--- src/rtl/psram_arbiter_if.sv ---
// Requester and memCtrl signal bundle for the PSRAM arbiter.
// The slave modport is the arbiter's view; master is the requesters and memCtrl side.
interface psram_arbiter_if;
  logic        p0_req;
  logic        p0_we;
  logic [23:0] p0_addr;
  logic [7:0]  p0_wdata;
  logic        p0_bank;
  logic        p0_ack;
  logic [7:0]  p0_rdata;

  logic        p1_req;
  logic        p1_we;
  logic [23:0] p1_addr;
  logic [7:0]  p1_wdata;
  logic        p1_bank;
  logic        p1_ack;
  logic [7:0]  p1_rdata;

  logic        o_cs;
  logic        o_write;
  logic [23:0] o_address;
  logic        o_bank;
  logic [7:0]  o_dataToWrite;
  logic        i_busy;
  logic        i_dataReady;
  logic [7:0]  i_dataRead;
  logic [1:0]  o_grant;
  logic        o_timeout;

  modport slave (
    input  p0_req, p0_we, p0_addr, p0_wdata, p0_bank,
    output p0_ack, p0_rdata,
    input  p1_req, p1_we, p1_addr, p1_wdata, p1_bank,
    output p1_ack, p1_rdata,
    output o_cs, o_write, o_address, o_bank, o_dataToWrite,
    input  i_busy, i_dataReady, i_dataRead,
    output o_grant, o_timeout
  );

  modport master (
    output p0_req, p0_we, p0_addr, p0_wdata, p0_bank,
    input  p0_ack, p0_rdata,
    output p1_req, p1_we, p1_addr, p1_wdata, p1_bank,
    input  p1_ack, p1_rdata,
    input  o_cs, o_write, o_address, o_bank, o_dataToWrite,
    output i_busy, i_dataReady, i_dataRead,
    input  o_grant, o_timeout
  );
endinterface

--- src/rtl/psram_arbiter.sv ---
// Sequences memCtrl between the video port (0, priority) and CPU port (1, bounded-burst fairness).
// One access at a time; o_cs is a one-cycle low strobe; stalled accesses abort after TIMEOUT cycles.
module psram_arbiter #(
  parameter int MAX_P0_BURST = 4,
  parameter int TIMEOUT      = 1024,
  parameter int TO_W         = 11
) (
  input  logic            clkSys,
  input  logic            rst,
  psram_arbiter_if.slave  bus
);

  localparam int BC_W = $clog2(MAX_P0_BURST + 1);
  localparam logic [BC_W-1:0] BURST_MAX = BC_W'(MAX_P0_BURST);
  localparam logic [TO_W-1:0] TO_LAST   = TO_W'(TIMEOUT - 1);

  typedef enum logic [2:0] {
    IDLE,
    ISSUE,
    WAIT_START,
    WAIT_DONE,
    DONE
  } state_t;

  state_t          state;
  logic [BC_W-1:0] burst_cnt;
  logic [TO_W-1:0] to_cnt;
  logic            cur_port;

  logic any_req;
  logic pick_p1;
  logic fin_ok;
  logic fin_abort;

  assign any_req = bus.p0_req | bus.p1_req;
  // Port 1 wins alone, or when port 0 has used up its burst allowance.
  assign pick_p1 = bus.p1_req & (~bus.p0_req | (burst_cnt == BURST_MAX));

  assign fin_ok = (state == WAIT_DONE) & ~bus.i_busy & (bus.o_write | bus.i_dataReady);
  assign fin_abort = (to_cnt == TO_LAST) &
                     (((state == WAIT_START) & ~bus.i_busy) | ((state == WAIT_DONE) & ~fin_ok));

  always_ff @(posedge clkSys or negedge rst) begin
    if (!rst) begin
      state             <= IDLE;
      burst_cnt         <= '0;
      to_cnt            <= '0;
      cur_port          <= 1'b0;
      bus.o_cs          <= 1'b1;
      bus.o_write       <= 1'b0;
      bus.o_address     <= '0;
      bus.o_dataToWrite <= '0;
      bus.o_bank        <= 1'b1;
      bus.p0_ack        <= 1'b0;
      bus.p1_ack        <= 1'b0;
      bus.p0_rdata      <= '0;
      bus.p1_rdata      <= '0;
      bus.o_grant       <= 2'b00;
      bus.o_timeout     <= 1'b0;
    end else begin
      case (state)
        IDLE: begin
          if (!bus.i_busy && any_req) begin
            cur_port <= pick_p1;
            bus.o_cs <= 1'b0;
            state    <= ISSUE;
            if (pick_p1) begin
              bus.o_write       <= bus.p1_we;
              bus.o_address     <= bus.p1_addr;
              bus.o_dataToWrite <= bus.p1_wdata;
              bus.o_bank        <= bus.p1_bank;
              bus.o_grant       <= 2'b10;
              burst_cnt         <= '0;
            end else begin
              bus.o_write       <= bus.p0_we;
              bus.o_address     <= bus.p0_addr;
              bus.o_dataToWrite <= bus.p0_wdata;
              bus.o_bank        <= bus.p0_bank;
              bus.o_grant       <= 2'b01;
              if (!bus.p1_req)
                burst_cnt <= '0;
              else if (burst_cnt != BURST_MAX)
                burst_cnt <= burst_cnt + 1'b1;
            end
          end
        end

        ISSUE: begin
          bus.o_cs <= 1'b1;
          to_cnt   <= '0;
          state    <= WAIT_START;
        end

        WAIT_START, WAIT_DONE: begin
          if (fin_ok || fin_abort) begin
            state <= DONE;
            if (cur_port) bus.p1_ack <= 1'b1;
            else          bus.p0_ack <= 1'b1;
            // Aborted reads return all-ones so the requester never sees stale data.
            if (!bus.o_write) begin
              if (cur_port) bus.p1_rdata <= fin_ok ? bus.i_dataRead : 8'hFF;
              else          bus.p0_rdata <= fin_ok ? bus.i_dataRead : 8'hFF;
            end
            if (fin_abort) bus.o_timeout <= 1'b1;
          end else if ((state == WAIT_START) && bus.i_busy) begin
            to_cnt <= '0;
            state  <= WAIT_DONE;
          end else begin
            to_cnt <= to_cnt + 1'b1;
          end
        end

        DONE: begin
          bus.p0_ack  <= 1'b0;
          bus.p1_ack  <= 1'b0;
          bus.o_grant <= 2'b00;
          state       <= IDLE;
        end

        default: state <= IDLE;
      endcase
    end
  end

endmodule

--- src/flat_wrapper.sv ---
// flat-port wrapper written by rule: the top's interface ports become plain ports
module psram_arbiter_flat 
#(
  parameter int MAX_P0_BURST = 4,
  parameter int TIMEOUT      = 1024,
  parameter int TO_W         = 11
)
  (clkSys, rst, bus_p0_req, bus_p0_we, bus_p0_addr, bus_p0_wdata, bus_p0_bank, bus_p0_ack, bus_p0_rdata, bus_p1_req, bus_p1_we, bus_p1_addr, bus_p1_wdata, bus_p1_bank, bus_p1_ack, bus_p1_rdata, bus_o_cs, bus_o_write, bus_o_address, bus_o_bank, bus_o_dataToWrite, bus_i_busy, bus_i_dataReady, bus_i_dataRead, bus_o_grant, bus_o_timeout);
  psram_arbiter_if bus_i ();
  input  logic clkSys;
  input  logic rst;
  input wire logic [$bits(bus_i.p0_req)-1:0] bus_p0_req;
  input wire logic [$bits(bus_i.p0_we)-1:0] bus_p0_we;
  input wire logic [$bits(bus_i.p0_addr)-1:0] bus_p0_addr;
  input wire logic [$bits(bus_i.p0_wdata)-1:0] bus_p0_wdata;
  input wire logic [$bits(bus_i.p0_bank)-1:0] bus_p0_bank;
  output wire logic [$bits(bus_i.p0_ack)-1:0] bus_p0_ack;
  output wire logic [$bits(bus_i.p0_rdata)-1:0] bus_p0_rdata;
  input wire logic [$bits(bus_i.p1_req)-1:0] bus_p1_req;
  input wire logic [$bits(bus_i.p1_we)-1:0] bus_p1_we;
  input wire logic [$bits(bus_i.p1_addr)-1:0] bus_p1_addr;
  input wire logic [$bits(bus_i.p1_wdata)-1:0] bus_p1_wdata;
  input wire logic [$bits(bus_i.p1_bank)-1:0] bus_p1_bank;
  output wire logic [$bits(bus_i.p1_ack)-1:0] bus_p1_ack;
  output wire logic [$bits(bus_i.p1_rdata)-1:0] bus_p1_rdata;
  output wire logic [$bits(bus_i.o_cs)-1:0] bus_o_cs;
  output wire logic [$bits(bus_i.o_write)-1:0] bus_o_write;
  output wire logic [$bits(bus_i.o_address)-1:0] bus_o_address;
  output wire logic [$bits(bus_i.o_bank)-1:0] bus_o_bank;
  output wire logic [$bits(bus_i.o_dataToWrite)-1:0] bus_o_dataToWrite;
  input wire logic [$bits(bus_i.i_busy)-1:0] bus_i_busy;
  input wire logic [$bits(bus_i.i_dataReady)-1:0] bus_i_dataReady;
  input wire logic [$bits(bus_i.i_dataRead)-1:0] bus_i_dataRead;
  output wire logic [$bits(bus_i.o_grant)-1:0] bus_o_grant;
  output wire logic [$bits(bus_i.o_timeout)-1:0] bus_o_timeout;
  assign bus_i.p0_req = bus_p0_req;
  assign bus_i.p0_we = bus_p0_we;
  assign bus_i.p0_addr = bus_p0_addr;
  assign bus_i.p0_wdata = bus_p0_wdata;
  assign bus_i.p0_bank = bus_p0_bank;
  assign bus_p0_ack = bus_i.p0_ack;
  assign bus_p0_rdata = bus_i.p0_rdata;
  assign bus_i.p1_req = bus_p1_req;
  assign bus_i.p1_we = bus_p1_we;
  assign bus_i.p1_addr = bus_p1_addr;
  assign bus_i.p1_wdata = bus_p1_wdata;
  assign bus_i.p1_bank = bus_p1_bank;
  assign bus_p1_ack = bus_i.p1_ack;
  assign bus_p1_rdata = bus_i.p1_rdata;
  assign bus_o_cs = bus_i.o_cs;
  assign bus_o_write = bus_i.o_write;
  assign bus_o_address = bus_i.o_address;
  assign bus_o_bank = bus_i.o_bank;
  assign bus_o_dataToWrite = bus_i.o_dataToWrite;
  assign bus_i.i_busy = bus_i_busy;
  assign bus_i.i_dataReady = bus_i_dataReady;
  assign bus_i.i_dataRead = bus_i_dataRead;
  assign bus_o_grant = bus_i.o_grant;
  assign bus_o_timeout = bus_i.o_timeout;
  psram_arbiter #(.MAX_P0_BURST(MAX_P0_BURST), .TIMEOUT(TIMEOUT), .TO_W(TO_W)) u_core (.clkSys(clkSys), .rst(rst), .bus(bus_i));
endmodule
--- config.mk ---
export PLATFORM = sky130hd
export DESIGN_NAME = psram_arbiter_flat
export DESIGN_NICKNAME = d
export VERILOG_FILES = /design/src/rtl/psram_arbiter_if.sv /design/src/rtl/psram_arbiter.sv /design/src/flat_wrapper.sv
export SDC_FILE = /design/constraint.sdc
export NUM_CORES = 1
export LEC_CHECK = 0
export CAP_MARGIN = 20
export CORE_MARGIN = 5
export CORE_UTILIZATION = 44
export CTS_CLUSTER_SIZE = 28
export DETAILED_ROUTE_END_ITERATION = 8
export PLACE_DENSITY = 0.8
export SYNTH_ARGS = -nofsm -noshare
export SYNTH_HDL_FRONTEND = slang
export SYNTH_SLANG_ARGS = --single-unit
--- constraint.sdc ---
create_clock -name clkSys -period 2.39 [get_ports clkSys]
set_clock_uncertainty 0.1 [all_clocks]
set_input_delay 0.717 -clock clkSys [delete_from_list [all_inputs] [get_ports clkSys]]
set_output_delay 0.717 -clock clkSys [all_outputs]
set_load 0.05 [all_outputs]
## Word level (Yosys, flattened, before mapping)

Index checks and enable logic that the tools add are counted.

| storage, ports and cells | value |
|---|---|
| bits in registers | 74 |
| input bits | 82 |
| output and inout port bits | 56 |
| word-level logic and storage cells | 93 |

| cells by class | value |
|---|---|
| add/subtract/negate cells | 2 |
| eq/ne operators | 14 |
| multiplexer cells | 26 |
| bitwise gates (word level) | 15 |
| reductions and logical operators | 21 |

Operators by type and width:

| kind | count |
|---|---|
| $mux 24 | 1 |
| $mux 11 | 2 |
| $pmux 11 s2 | 1 |
| $mux 3 | 6 |
| $mux 8 | 2 |
| $reduce_and 3->1 | 4 |
| $add 11x1->11 const B | 1 |
| $eq 11x10->1 const B | 1 |
| $reduce_and 2->1 | 5 |
| $pmux 3 s3 | 1 |
| $reduce_and 4->1 | 2 |
| $reduce_bool 2->1 | 4 |
| $mux 1 | 7 |
| $and 1x1->1 | 6 |
| $eq 3x2->1 const B | 2 |
| $eq 3x3->1 const B | 2 |
| $ne 2x1->1 const B | 3 |
| $ne 3x1->1 const B | 2 |
| $pmux 1 s2 | 3 |
| $not 1->1 | 5 |
| $mux 2 | 2 |
| $ne 2x2->1 const B | 2 |
| $or 1x1->1 | 4 |
| $pmux 2 s2 | 1 |
| 8 further kinds | 9 |

## Logic depth before layout (Yosys ltp)

| depth | value |
|---|---|
| depth after elaboration | 10 |
| mapped depth | 7 |
| gate-level depth less buffers | 6 |

## Least setup slack after synthesis

No wires, ideal clock.

| timing | value |
|---|---|
| path type | input port to flip-flop |
| from | input port bus_i_dataReady |
| to | register u_core.to_cnt[5] |
| library setup time | 0.121 ns |
| data arrival time | 1.840 ns |
| data required time | 2.169 ns |
| path slack | 0.329 ns |
| stages on the path | 4 |
| buffers on the path | 0 |
| cell sequence | or2_1 -> a211o_1 -> a211o_2 -> a22o_1 |

| between the ends | value |
|---|---|
| cells in the longest elaborated chain, start to end | 9 |

RTL lines:

| element | line | source |
|---|---|---|
| from (decl) | flat_wrapper.sv:32 | `input wire logic [$bits(bus_i.i_dataReady)-1:0] bus_i_dataReady;` |
| $or 1x1->1 (*) | psram_arbiter.sv:39 | `assign fin_ok = (state == WAIT_DONE) & ~bus.i_busy & (bus.o_write \| bus.i_dataReady);` |
| $and 1x1->1 (*) | psram_arbiter.sv:39 |  |
| $not 1->1 | psram_arbiter.sv:41 | `(((state == WAIT_START) & ~bus.i_busy) \| ((state == WAIT_DONE) & ~fin_ok));` |
| $and 1x1->1 | psram_arbiter.sv:41 |  |
| $or 1x1->1 | psram_arbiter.sv:41 |  |
| $and 1x1->1 | psram_arbiter.sv:40 | `assign fin_abort = (to_cnt == TO_LAST) &` |
| $logic_or 1x1->1 (*) | psram_arbiter.sv:95 | `if (fin_ok \|\| fin_abort) begin` |
| $ne 2x2->1 (no line) (*) | n/a |  |
| $reduce_and 2->1 (no line) (*) | n/a |  |
| to (signal assigned) | psram_arbiter.sv:109 | `to_cnt <= to_cnt + 1'b1;` |
| to (decl) | psram_arbiter.sv:27 | `logic [TO_W-1:0] to_cnt;` |

Mark *: on every way between the ends. The rest lies on a longest branch, timed or not.
A chain may end at the register's enable or synchronous reset.

## Worst setup path in the final report

| timing | value |
|---|---|
| from | register u_core.bus.o_dataToWrite[4] |
| to | output port bus_o_dataToWrite[4] |

RTL lines:

| element | line | source |
|---|---|---|
| from (decl) | psram_arbiter_if.sv:36 | `output o_cs, o_write, o_address, o_bank, o_dataToWrite,` |
| from (signal assigned) | psram_arbiter.sv:70 | `bus.o_dataToWrite <= bus.p1_wdata;` |
| from (signal assigned) | psram_arbiter.sv:77 | `bus.o_dataToWrite <= bus.p0_wdata;` |
| to (decl) | flat_wrapper.sv:30 | `output wire logic [$bits(bus_i.o_dataToWrite)-1:0] bus_o_dataToWrite;` |

No word-level cell between the ends.

==> qor.yml <==
run_status:
  status: "finished, final reports clean"
worst_setup_path:
  cp.buffers_inverters: 1
  cp.depth: 1
  timing.rr.end: "u_core.to_cnt[9]$_DFFE_PN0P_"
  r2r_setup_slack_ns: 0.41
  cp_cell_sequence: "clkdlybuf4s50_1"
  endpoint: "bus_o_dataToWrite[4]"
  critPathKind: "flip-flop to primary output"
  crit_path_start: "u_core.bus.o_dataToWrite[4]$_DFFE_PN0P_"
  crit_arrival_ns: 1.54
  ff2ff_path_depth: 4
  r2r-start: "u_core.state[1]$_DFFE_PN0P_"
  slowest_delay_ns: 0.84
  start_kind: "flip-flop"
  crit_path_top_delay_cell: "clkdlybuf4s50_1"
  critPathMaxFanout: 2
  crit_family: "buffers and inverters"
  worst_ep_required_time_ns: 1.57
  crit_path_end_kind: "primary output"
die:
  fp.dieH_um: 100
  initial_utilization_pct: 45.8
  io_pins: 138
  fp-row-count: 32
  die-width_um: 100
  die_area_um2: 10000
  core_um2: 7810
logic_synthesis:
  synthArstFlopShare_pct: 100
  yosys_warnings: 0
  yosys.cell_types.count: 51
  avgSynthCellArea_um2: 10.3
  ys_seq_area_share_pct: 51.8
  ys.flop_type: "dfrtp_1"
  synth_nets: 431
  synth_cells: 346
  synth.ff_latch_count: 74
  synth-edff-count: 0
  netlist_area_um2: 3580
power_and_ir_drop:
  ir_drop_mv: 0.613
  power_uw: 7100
  p_per_area_nw_per_um2: 1310
  p_leak_uw: 0.00259
routing:
  drt_wl_total_um: 10000
  drtIter0Drc: 198
  wl_per_cell_um: 16.5
  route.detailed.drc: 0
  via_per_inst: 5.23
  dr_total_vias: 3174
  final_antenna_net_count: 0
  detail_route.first_pass.iterations: 5
clocking:
  clockBufferDepth: 2
  clock_sinks: 74
  post-cts-setup-buffers: 0
  clk_latency_ns: 0.35
  clk_pin_slew_ns: 0.08
  cts-resized-gates: 0
  htreeDepth: 3
  tritoncts: "built"
  cts_root_buf: "clkbuf_8"
  hold_buffers: 0
  numCtsBuffers: 9
cells_and_area:
  multi_input_area_um2: 1600
  fillers: 615
  finalNonFillerCells: 607
  diodes: 0
  nNetsFinal: 585
  area_growth_pct: 51.9
  post-route-util_pct: 69.6
  drive_above_1_share_pct: 12.9
  seq_area_um2: 1850
timing:
  drv_slew: 0
  finalCriticalPeriod_ns: 2.36
  setup_ws_ns: 0.0303
  max_freq_mhz: 424
  rsz0062_at_grt: "no"
  max_slew.worst_pin.slew_ns: 0.545
  holdWs_ns: 0.210
  setup_viol: 0
  fin_crit_sh_pct: 98.7
  hold_violations: 0
  relSlewSlack_pct: 63.6
flow_run:
  maxCapViolCount: 0
global_route:
  grt_max_degree: 61
  grt_pass1_vias: 3180
  grt-ovfl-total: 0
  antenna_found_initial: 0
  grt_pass1_wl_um: 16100
  grtUsageTotal_pct: 20.2
min_path:
  holdCritPathClass: "input port to async pin"
place:
  place_inst: 591
  hpwl_um: 7800
  port_buffers: 137
  gp_congestion: 0.793
  dp_slack_ns: -0.251
-- metal layers --
layer	share of wire, %	GRT usage, %	vias to the layer above
met2	53	35.9	77
met1	41	24.6	1495
met5	0	0	-
li1	-	-	1592
met3	4.7	4.66	10
met4	1.2	5.28	0
-- layout by cell type, fill, tap and decap left out, types with 2 or more instances in the layout --
cell             instances
o21a_1                   2
o21ai_0                 38
clkbuf_8                 9
o211ai_1                 2
mux2i_1                 34
a21oi_1                  5
o21bai_1                 2
dfrtp_1                 72
nand3_1                  8
clkinv_2                 2
nor2_1                  14
and3_1                   2
dlymetal6s2s_1          11
nand2b_1                 3
dfstp_2                  2
o31ai_1                 35
buf_4                   30
a211o_1                  2
nand2_1                 43
ha_1                     3
nor2b_1                  2
inv_1                    9
o21ai_1                  7
clkdlybuf4s50_1        116
nor3_1                   4
a31oi_1                  8
buf_12                   5
or3_1                    3
-- cell usage after synthesis, types with 2 or more instances --
master	count	area, µm²
nand3_1	8	40.0
nor2_1	14	52.6
nand2b_1	3	18.8
nand2_1	43	161
o21ai_0	38	190
nor2b_1	2	12.5
a21oi_1	5	25.0
ha_1	3	37.5
o21a_1	2	15.0
dfstp_2	2	52.6
dfrtp_1	72	1800
and3_1	2	12.5
o21ai_1	7	35.0
nor3_1	4	20.0
o211ai_1	2	15.0
o31ai_1	35	263
inv_1	9	33.8
mux2i_1	34	340
a31oi_1	8	50.1
o21bai_1	2	15.0
clkbuf_1	10	37.5
or3_1	3	18.8
or4_1	2	15.0
buf_2	8	40.0
a211o_1	2	17.5
-- registers in the layout (all words and copies together), names as in the netlist, 2 cells and up --
register and count:
u_core.bus.o_address 24, u_core.to_cnt 11, u_core.bus.o_dataToWrite 8, u_core.bus.p0_rdata 8, u_core.bus.p1_rdata 8, u_core.burst_cnt 3
u_core.state 3, u_core.bus.o_grant 2
-- power breakdown --
group          switching (µW)  internal, µW
combinational            2590          1400
clock                     472           484
sequential                360          1780
-- final cells by class --
cell class | count | share of cell area (%)
sequential | 74 | 34.1
inverter | 10 | 0.691
multi-input combinational | 243 | 29.4
clock inverter | 6 | 1.20
timing repair buffer | 162 | 29.9
tap | 102 | 2.35
clock buffer | 10 | 2.35
-- cells by family after synthesis --
logic type / share of synthesized area [%]
mux: 9.51
simple gates: 12.7
fa+ha+maj: 1.05
compound gates: 21.4
buf+inv: 3.53
flops: 51.8
-- per-stage QoR --
step           TNS, ns  area (µm²)
2_1_floorplan        0        3580
3_3_place_gp     -9.33        5220
3_5_place_dp    -12.17        5220
4_1_cts              0        5410
5_1_grt              0        5440
6_report             0        5440
-- how the worst min path moves through the flow --
| stage | end | slack (ns) | cells past startpoint |
|---|---|---|---|
| global placement | u_core.bus.o_timeout$_DFFE_PN0P_ | 0.35 | 1 |
| finish | u_core.bus.o_address[17]$_DFFE_PN0P_ | 0.21 | 1 |
| CTS | u_core.bus.o_address[17]$_DFFE_PN0P_ | 0.22 | 1 |
| detailed placement | u_core.bus.o_bank$_DFFE_PN1P_ | 0.36 | 2 |
| floorplan | u_core.burst_cnt[0]$_DFFE_PN0P_ | 0.32 | 0 |
| global route | u_core.bus.o_address[17]$_DFFE_PN0P_ | 0.23 | 1 |
Note: power is estimated with default switching activity, not from simulation.
